File: config.mk
export PLATFORM = sky130hd
export DESIGN_NAME = fdiv_seq
export DESIGN_NICKNAME = d
export VERILOG_FILES = /design/src/rtl/fdiv_seq.sv
export SDC_FILE = /design/constraint.sdc
export NUM_CORES = 1
export LEC_CHECK = 0
export ABC_CLOCK_PERIOD_IN_PS = 4600
export BUFFER_PORTS_ARGS = -buffer_cell sky130_fd_sc_hd__buf_2
export CORE_MARGIN = 4
export CORE_UTILIZATION = 36
export DETAILED_ROUTE_END_ITERATION = 8
export GPL_TIMING_DRIVEN = 1
export PLACE_DENSITY_LB_ADDON = 0.05
export SYNTH_ARGS = -nofsm -noshare
export SYNTH_HDL_FRONTEND = slang
export SYNTH_SLANG_ARGS = --single-unit
File: constraint.sdc
create_clock -name clk -period 4.6 [get_ports clk]
set_clock_uncertainty 0.1 [all_clocks]
set_input_delay 1.38 -clock clk [delete_from_list [all_inputs] [get_ports clk]]
set_output_delay 1.38 -clock clk [all_outputs]
set_load 0.01 [all_outputs]
File: src/rtl/fdiv_seq.sv
// Sequential 16-bit float divider: restoring mantissa division over 9 cycles,
// followed by one normalise/pack cycle. Truncating, with zero/overflow/div-by-zero handling.
module fdiv_seq #(
    parameter int BIAS = 127
) (
    input  logic        clk,
    input  logic        reset,
    input  logic        start,
    input  logic [15:0] a,
    input  logic [15:0] b,
    output logic        busy,
    output logic        done,
    output logic [15:0] r,
    output logic        dz
);

    typedef enum logic [1:0] {
        IDLE = 2'd0,
        DIV  = 2'd1,
        NORM = 2'd2
    } state_t;

    localparam logic [9:0] BIAS_W = BIAS[9:0];

    state_t      state_r;
    state_t      state_s;
    logic [15:0] a_r;
    logic [15:0] b_r;
    logic        sign_r;
    logic [7:0]  mb_r;
    logic [9:0]  rem_r;
    logic [8:0]  q_r;
    logic [3:0]  cnt_r;

    logic        ge_s;
    logic [9:0]  rem_sub_s;
    logic [9:0]  e_s;
    logic [6:0]  f_s;
    logic [15:0] res_s;
    logic        dz_s;

    // Assemble a finite, normal result word.
    function automatic logic [15:0] pack_float(input logic s, input logic [7:0] e, input logic [6:0] f);
        return {s, e, f};
    endfunction

    // Next-state logic of the control FSM.
    always_comb begin
        state_s = state_r;
        case (state_r)
            IDLE: begin
                if (start) begin
                    state_s = DIV;
                end else begin
                    state_s = IDLE;
                end
            end
            DIV: begin
                if (cnt_r == 4'd8) begin
                    state_s = NORM;
                end else begin
                    state_s = DIV;
                end
            end
            NORM:    state_s = IDLE;
            default: state_s = IDLE;
        endcase
    end

    // Restoring step and result selection; e is a 10-bit two's-complement value.
    always_comb begin
        ge_s      = (rem_r >= {2'b00, mb_r});
        rem_sub_s = rem_r - {2'b00, mb_r};
        e_s       = {2'b00, a_r[14:7]} - {2'b00, b_r[14:7]} + BIAS_W - (q_r[8] ? 10'd0 : 10'd1);
        f_s       = q_r[8] ? q_r[7:1] : q_r[6:0];
        dz_s      = 1'b0;
        res_s     = 16'h0000;
        if (b_r[14:0] == 15'd0) begin
            dz_s  = 1'b1;
            res_s = pack_float(sign_r, 8'hFF, 7'h00);
        end else if (a_r[14:0] == 15'd0) begin
            res_s = 16'h0000;
        end else if (e_s[9] || (e_s == 10'd0)) begin
            res_s = 16'h0000;
        end else if (e_s >= 10'd255) begin
            res_s = pack_float(sign_r, 8'hFE, 7'h7F);
        end else begin
            res_s = pack_float(sign_r, e_s[7:0], f_s);
        end
    end

    // State register, datapath registers and registered outputs.
    always_ff @(posedge clk) begin
        if (!reset) begin
            state_r <= IDLE;
            a_r     <= 16'h0000;
            b_r     <= 16'h0000;
            sign_r  <= 1'b0;
            mb_r    <= 8'h00;
            rem_r   <= 10'd0;
            q_r     <= 9'd0;
            cnt_r   <= 4'd0;
            busy    <= 1'b0;
            done    <= 1'b0;
            r       <= 16'h0000;
            dz      <= 1'b0;
        end else begin
            state_r <= state_s;
            done    <= 1'b0;
            case (state_r)
                IDLE: begin
                    if (start) begin
                        a_r    <= a;
                        b_r    <= b;
                        sign_r <= a[15] ^ b[15];
                        mb_r   <= {1'b1, b[6:0]};
                        rem_r  <= {2'b00, 1'b1, a[6:0]};
                        q_r    <= 9'd0;
                        cnt_r  <= 4'd0;
                        busy   <= 1'b1;
                    end else begin
                        busy   <= 1'b0;
                    end
                end
                DIV: begin
                    q_r   <= {q_r[7:0], ge_s};
                    rem_r <= ge_s ? {rem_sub_s[8:0], 1'b0} : {rem_r[8:0], 1'b0};
                    cnt_r <= cnt_r + 4'd1;
                end
                NORM: begin
                    r    <= res_s;
                    dz   <= dz_s;
                    done <= 1'b1;
                    busy <= 1'b0;
                end
                default: begin
                    busy <= 1'b0;
                end
            endcase
        end
    end

endmodule

**Word-level counts from Yosys, hierarchy flattened**

Index checks and enable logic that the tools add are counted.

- Register bits: 83

- Add/subtract/negate cells: 5
- Reduce and logical (&&, ||, !) cells: 8
- Mux-type cells: 20
- Eq/ne operators: 4
- $lt $le $gt $ge: 2
- Bitwise gates (word level): 1

Operators with widths:

| operator | count |
|---|---|
| $mux 16 | 3 |
| $logic_not 15->1 | 2 |
| $mux 10 | 2 |
| $pmux 10 s2 | 1 |
| $pmux 9 s2 | 1 |
| $mux 15 | 1 |
| $add 9x8->10 const B | 1 |
| $ge 10x8->1 | 1 |
| $ge 10x8->1 const B | 1 |
| $logic_not 10->1 | 1 |
| $sub 10x1->10 | 1 |
| $mux 9 | 1 |
| $sub 8x8->9 | 1 |
| $sub 9x8->9 | 1 |
| $pmux 4 s2 | 1 |
| $mux 7 | 1 |
| $mux 1 | 5 |
| $add 4x1->4 const B | 1 |
| $eq 4x4->1 const B | 1 |
| $mux 4 | 1 |
| $pmux 2 s2 | 1 |
| $reduce_and 2->1 | 2 |
| $eq 2x1->1 const B | 1 |
| $eq 2x2->1 const B | 1 |
| other kinds (7) | 7 |

**Logic depth before layout (Yosys ltp)**

Gate-level depths: netlist of run 1.

- Depth after elaboration: 8
- Gate-level depth with buffers: 19
- Gate-level depth less buffers: 18

**Least setup slack after synthesis of run 1**

Ideal clock, no wire load.

- Kind: reg-to-reg
- From: register a_r[7]
- To: register r[7]
- Slack: 0.846 ns
- Path buffers: 0
- Stages on the path, launching flop included: 16
- Data arrival time: 3.558 ns
- Clock period less this slack: 3.754 ns
- Required time: 4.404 ns
- Cell sequence: dfxtp_1 inv_1 ha_1 inv_1 fa_1 a21o_1 a221oi_2 xor2_2 ha_1 o21a_1 and4_1 or3_4 and3_1 o22ai_2 nand2_2 o41ai_2

- Word-level cells in the longest chain between the ends: 8
- Elaborated cells between the ends (all ways): 11
- Those cells by class: 3 x add/sub; 1 x order compare; 4 x mux; 3 x reduce/logical

RTL lines:

| what | line | RTL |
|---|---|---|
| from (decl) | 27 | `logic [15:0] a_r;` |
| from (signal assigned) | 96 | `a_r <= 16'h0000;` |
| from (signal assigned) | 113 | `a_r <= a;` |
| $sub 8x8->9 | 74 | `e_s = {2'b00, a_r[14:7]} - {2'b00, b_r[14:7]} + BIAS_W - (q_r[8] ? 10'd0 : 10'd1);` |
| $add 9x8->10 | 74 |  |
| $sub 10x1->10 | 74 |  |
| $ge 10x8->1 or $logic_not 10->1 (tied branches) | 85, 83 |  |
| $mux 15 or $logic_or 1x1->1 (tied branches) | 85, 83 |  |
| $mux 16 | 83 | `end else if (e_s[9] \|\| (e_s == 10'd0)) begin` |
| $mux 16 (*) | 81 | `end else if (a_r[14:0] == 15'd0) begin` |
| $mux 16 (*) | 78 | `if (b_r[14:0] == 15'd0) begin` |
| to (signal assigned) | 131 | `r <= res_s;` |
| to (decl) | 13 | `output logic [15:0] r,` |

Mark *: on every way between the ends. The rest lies on a longest branch, timed or not.
A chain may end at the register's enable or synchronous reset.

**Final worst setup path of run 1**

- From: register b_r[7]
- To: register r[7]

- Word-level cells in the longest chain between the ends: 8
- Elaborated cells between the ends (all ways): 11
- Those cells by class: 3 x add/sub; 1 x order compare; 4 x mux; 3 x reduce/logical

RTL lines:

| what | line | RTL |
|---|---|---|
| from (decl) | 28 | `logic [15:0] b_r;` |
| from (signal assigned) | 97 | `b_r <= 16'h0000;` |
| from (signal assigned) | 114 | `b_r <= b;` |
| $sub 8x8->9 | 74 |  |
| $add 9x8->10 | 74 |  |
| $sub 10x1->10 | 74 |  |
| $ge 10x8->1 or $logic_not 10->1 (tied branches) | 85, 83 |  |
| $mux 15 or $logic_or 1x1->1 (tied branches) | 85, 83 |  |
| $mux 16 | 83 |  |
| $mux 16 | 81 |  |
| $mux 16 (*) | 78 |  |

Marks and branches as above.

==> flow_summary.ini, run 1 <==
[outcome]
status = completed

[flow_run]
maxCapViolCount = 0

[sta]
fmax_mhz = 242
grt_setup_unrepaired = false
fin_tns_setup_ns = 0
worst-slew-pin-transition_ns = 0.805
finalCritPeriodShare = 0.897
setup_viol = 0
hold_viol_final = 0
post-route-min-period_ns = 4.13
slew_headroom = 0.463
slew_viol_final = 0
setup_ws_ns = 0.473

[placed_design]
place_congestion = 0.816
pre_cts_ws_ns = 0.511
place_inst = 705
place_area_um2 = 4660
port_buffers = 53
hpwl_mm = 7.87

[logic_synthesis]
netlist.area_leader.share = 0.358
syn_area_per_cell_um2 = 8.09
ys_types = 59
ys_ff_latch = 76
syn-cell-area_um2 = 4250
synth_nets = 589
yosys.area.top_type = dfxtp_1
netlist_instances = 526
synth_ff_type = dfxtp_1
ys_warn_count = 0
ys_top_cells_by_area = dfxtp_1 36%, nand2_1 9.6%, a21oi_1 7.5%, ha_1 7.4%, mux2i_1 3.5%
synthArstFlopShare = 0
synth_edf_count = 0
seq_area_frac_synth = 0.358

[layout]
n_fill_cell = 1199
areaGrowthSynthToFinish_pct = 16.6
drive_gt1_frac = 0.156
layout.nets = 636
stdcell_count = 721
finish.instance_area_um2 = 4960
n_antenna_cell = 0

[routing]
dr.pass1.iters = 4
drcViolationCount = 0
routed_wl_mm = 10.8
wl_met1_mm = 5.41
drtIter0Drc = 200
postRouteAntennaNets = 0
vias = 3709
wire_per_inst_um = 15.0
wl_met2_mm = 4.82
met3WireLength_um = 447
highest_layer = met4
viasPerCell = 5.14

[worst_setup_path]
cp-end-kind = flop
critPathArrivalTime_ns = 4.28
setup.worst_path.start_class = flop
criticalPathCategory = flop to flop
cp_max_fo = 8
cp.required_ns = 4.75

[clock_tree]
cts_buffers = 9
ctsHtreeMaxLevel = 3
insertion_delay_ns = 0.34
cts_setup_buffers = 0
clock_sinks = 76
cts_hold_buf = 0
ctsResizeCount = 0
cts_tree = built
clk_path_buf_depth = 2
clk_pin_slew_ns = 0.06
root_buffer = clkbuf_16

[global_route]
grt_pass1_wl_mm = 17.8
grt_usage = 0.168
grt_max_degree = 53
grt_pass1_vias = 3642
grt_antenna_before_repair = 0
grt_overflow = 0

[floorplan]
pin_count = 54
die_h_um = 117
initial_core_util = 0.369
core_region_area_um2 = 11500
die_area_um2 = 13600
rows = 39
die_w_um = 117

[power]
finalPower_mw = 2.23
peakVddDrop_mv = 0.185
power-per-cell-area_nw_per_um2 = 448
p_leak_nw = 2.12

[min_path]
hp-class = flop to flop
==> worst max-delay path: stages, from the launching register on <==
cell	delay (ns)
dfxtp_1	0.36
ha_1	0.17
inv_1	0.05
fa_1	0.40
a21o_1	0.23
a221oi_2	0.41
xor2_2	0.36
ha_1	0.33
o21a_1	0.11
and4_1	0.22
or3_4	0.39
and3_1	0.19
o22ai_2	0.19
nand2_2	0.17
o41ai_2	0.35
==> metrics by stage <==
stage	hold slack, ns	utilization
final	0.353	0.431
after global routing	0.387	0.431
after CTS	0.357	0.431
after detailed placement	0.349	0.405
after global placement	0.342	0.405
after floorplan	0.326	-
==> placed cells by master (no fill, tap or decap), types with 7 or more instances in the layout <==
| cell type | n |
|---|---|
| nor4_1 | 8 |
| inv_1 | 32 |
| clkbuf_16 | 9 |
| a21boi_0 | 7 |
| xnor2_1 | 9 |
| mux2i_1 | 15 |
| o31ai_1 | 9 |
| nand2b_1 | 10 |
| nor3_1 | 9 |
| nand2_1 | 109 |
| ha_1 | 25 |
| buf_2 | 53 |
| nor2_1 | 16 |
| o21ai_0 | 14 |
| buf_4 | 7 |
| a22o_1 | 11 |
| a21oi_1 | 64 |
| dfxtp_1 | 76 |
==> routing by layer <==
layer | global-route usage | vias to the layer above
met5 | 0 | -
met4 | 0.0482 | 0
met3 | 0.0409 | 14
met2 | 0.270 | 58
met1 | 0.224 | 1691
li1 | - | 1946
==> power by group <==
group | internal [mW] | switching (mW) | total [mW]
logic | 0.325 | 0.453 | 0.778
clock network | 0.437 | 0.294 | 0.731
registers | 0.691 | 0.0254 | 0.717
total | 1.45 | 0.772 | 2.23
==> synthesized netlist by cell type (3+ instances only) <==
cell type	number
a211oi_1	3
a21boi_0	7
a21o_1	6
a21oi_1	64
a221oi_1	6
a22o_1	11
a311oi_1	6
and3_1	4
clkbuf_1	22
dfxtp_1	76
fa_1	3
ha_1	25
inv_1	32
mux2i_1	15
nand2_1	109
nand2b_1	10
nand3_1	5
nand4_1	3
nor2_1	16
nor2b_1	5
nor3_1	9
nor4_1	8
o21a_1	4
o21ai_0	14
o31ai_1	9
xnor2_1	9
xor2_1	5
==> flip-flops by register name, summed over array words and instances, names as in the netlist <==
register,cells
q_r,9
rem_r,10
state_r,2
busy,1
dz,1
mb_r,1
a_r,15
cnt_r,4
done,1
b_r,15
r,16
sign_r,1
==> area by class of cell <==
type,count,area [um^2],area share
Clock buffer,11,243,0.0489
Inverter,33,124,0.0250
Sequential cell,76,1520,0.307
Multi-Input combinational cell,393,2520,0.507
Tap cell,143,179,0.0361
Clock inverter,5,60.1,0.0121
Timing Repair Buffer,60,318,0.0640
==> path summary, 6_finish.rpt <==
check,slack [ns],cells after the start,to,from
setup / recovery,0.47,14,r[7],b_r[7]
hold / removal,0.35,2,busy,busy
setup reg to reg,0.47,14,r[7],b_r[7]
hold reg to reg,0.35,2,busy,busy
==> cells by family after synthesis <==
| kind of cell | after synthesis | synth area share |
|---|---|---|
| AOI/OAI and AO/OA | 146 | 0.228 |
| xor gates and xnor gates | 15 | 0.0326 |
| and+or+nand+nor | 187 | 0.202 |
| DFF | 76 | 0.358 |
| muxes | 16 | 0.0385 |
| buffers and inverters | 57 | 0.0506 |
| adders and majority gates | 29 | 0.0900 |
No activity file was read; power rests on OpenSTA's default activity.
==> run 2: changes to the inputs <==
- PLACE_DENSITY_LB_ADDON: 0.05 -> unset
==> run 2 against run 1 <==
Compared with the run above: non-clock buffer count is 1 lower; register-to-register slack improved by 0.06 ns; largest power group unchanged; critical path type unchanged; cell count is 0.14% lower.
==> flow_summary.ini, run 2 (same netlist as run 1, synthesis figures left out) <==
[layout]
layout.nets = 635
final_util = 0.428
n_fill_cell = 1201
max_flop_register = r
stdcell_count = 720
drive_gt1_frac = 0.154
layout_commonest_cell = nand2_1
layout_common_cells = 109 x nand2_1, 76 x dfxtp_1, 64 x a21oi_1, 53 x buf_2, 32 x inv_1
largest_reg_flops = 16
finish.instance_area_um2 = 4930
areaGrowthSynthToFinish_pct = 15.9
multiInputGateArea_um2 = 2520
ff_latch_area_um2 = 1520
largest_registers = r (16), a_r (15), b_r (15)
n_antenna_cell = 0

[clock_tree]
cts_setup_buffers = 0
cts_buffers = 9
ctsHtreeMaxLevel = 3
clock_sinks = 76
cts_hold_buf = 0
ctsResizeCount = 0
cts_tree = built
clk_pin_slew_ns = 0.06
insertion_delay_ns = 0.34
root_buffer = clkbuf_16
clk_path_buf_depth = 2

[placed_design]
place_congestion = 0.861
pre_cts_ws_ns = 0.568
port_buffers = 53
hpwl_mm = 7.70
place_inst = 704
place_area_um2 = 4650

[floorplan]
die_h_um = 117
die_w_um = 117
die_area_um2 = 13600
initial_core_util = 0.369
core_region_area_um2 = 11500
rows = 39
pin_count = 54

[worst_setup_path]
max_stage_delay_ns = 0.41
r2r_slack_ns = 0.53
cp_max_fo = 12
setup.worst_path.start_class = flop
cp-end-kind = flop
cp_slowest_cell = fa_1
cp.required_ns = 4.73
criticalPathCategory = flop to flop
critPathArrivalTime_ns = 4.20
path_cells = inv_1, ha_1, inv_1, fa_1, a21o_1, a221oi_2, xor2_2, ha_1, o21a_1, and4_1, nor3_1, o221ai_1, a21oi_1, buf_4, nor2_1, a221oi_1

[global_route]
grt_max_degree = 54
grt_antenna_before_repair = 0
grt_pass1_wl_mm = 17.6
grt_pass1_vias = 3724
grt_usage = 0.162
grt_overflow = 0

[power]
p_leak_nw = 2.10
power-per-cell-area_nw_per_um2 = 439
peakVddDrop_mv = 0.172
finalPower_mw = 2.16

[sta]
slew_headroom = 0.413
grt_setup_unrepaired = false
fin_tns_setup_ns = 0
post-route-min-period_ns = 4.07
setup_ws_ns = 0.533
finalCritPeriodShare = 0.884
holdWs_ns = 0.356
worst-slew-pin-transition_ns = 0.881
hold_viol_final = 0
slew_viol_final = 0
setup_viol = 0
fmax_mhz = 246

[min_path]
hp-class = flop to flop

[routing]
viasPerCell = 5.27
wire_per_inst_um = 14.7
vias = 3793
routed_wl_mm = 10.6
dr.pass1.iters = 4
postRouteAntennaNets = 0
drcViolationCount = 0
drtIter0Drc = 180

[outcome]
status = completed

[flow_run]
maxCapViolCount = 0
-- run 2: changes by cell type in the layout (fill, tap and decap cells not counted), sizes merged --
cell	change
buf	-1
bufinv	-1
clkinv	-1
clkinvlp	+2
-- run 2: cell type report --
| cell class | count | share of cell area |
|---|---|---|
| clock buffer | 11 | 0.0492 |
| timing repair buffer | 59 | 0.0629 |
| inverter | 33 | 0.0251 |
| multi-input combinational | 393 | 0.511 |
| sequential | 76 | 0.309 |
| tap | 143 | 0.0363 |
| clock inverter | 5 | 0.00736 |
-- run 2: critical path, delay by kind of cell (launching register included) --
| kind | cells | cell delay [ns] |
|---|---|---|
| flops | 1 | 0.32 |
| xor+xnor | 1 | 0.36 |
| compound gates | 6 | 1.42 |
| buf+inv | 3 | 0.32 |
| simple gates | 3 | 0.56 |
| fa+ha+maj | 3 | 0.89 |
-- run 2: where the power goes --
part | total [mW] | switching [mW] | leakage (nW) | internal [mW]
combinational | 0.780 | 0.455 | 1.35 | 0.326
clock | 0.666 | 0.285 | 0.128 | 0.381
sequential | 0.718 | 0.0264 | 0.620 | 0.692
total | 2.16 | 0.766 | 2.10 | 1.40
-- run 2: metal layers --
| metal | up-vias | track usage | routed length [um] |
|---|---|---|---|
| met2 | 63 | 0.278 | 4990 |
| met4 | 0 | 0.0581 | 165 |
| met5 | - | 0 | 0 |
| met3 | 16 | 0.0311 | 446 |
| met1 | 1768 | 0.204 | 4940 |
| li1 | 1946 | - | - |
-- run 2: final timing paths --
path	to	from	depth (start not counted)
worst max-delay path	r[8]	a_r[7]	16
worst min register to register	dz	dz	2
worst min-delay path	dz	dz	2
worst max register to register	r[8]	a_r[7]	16
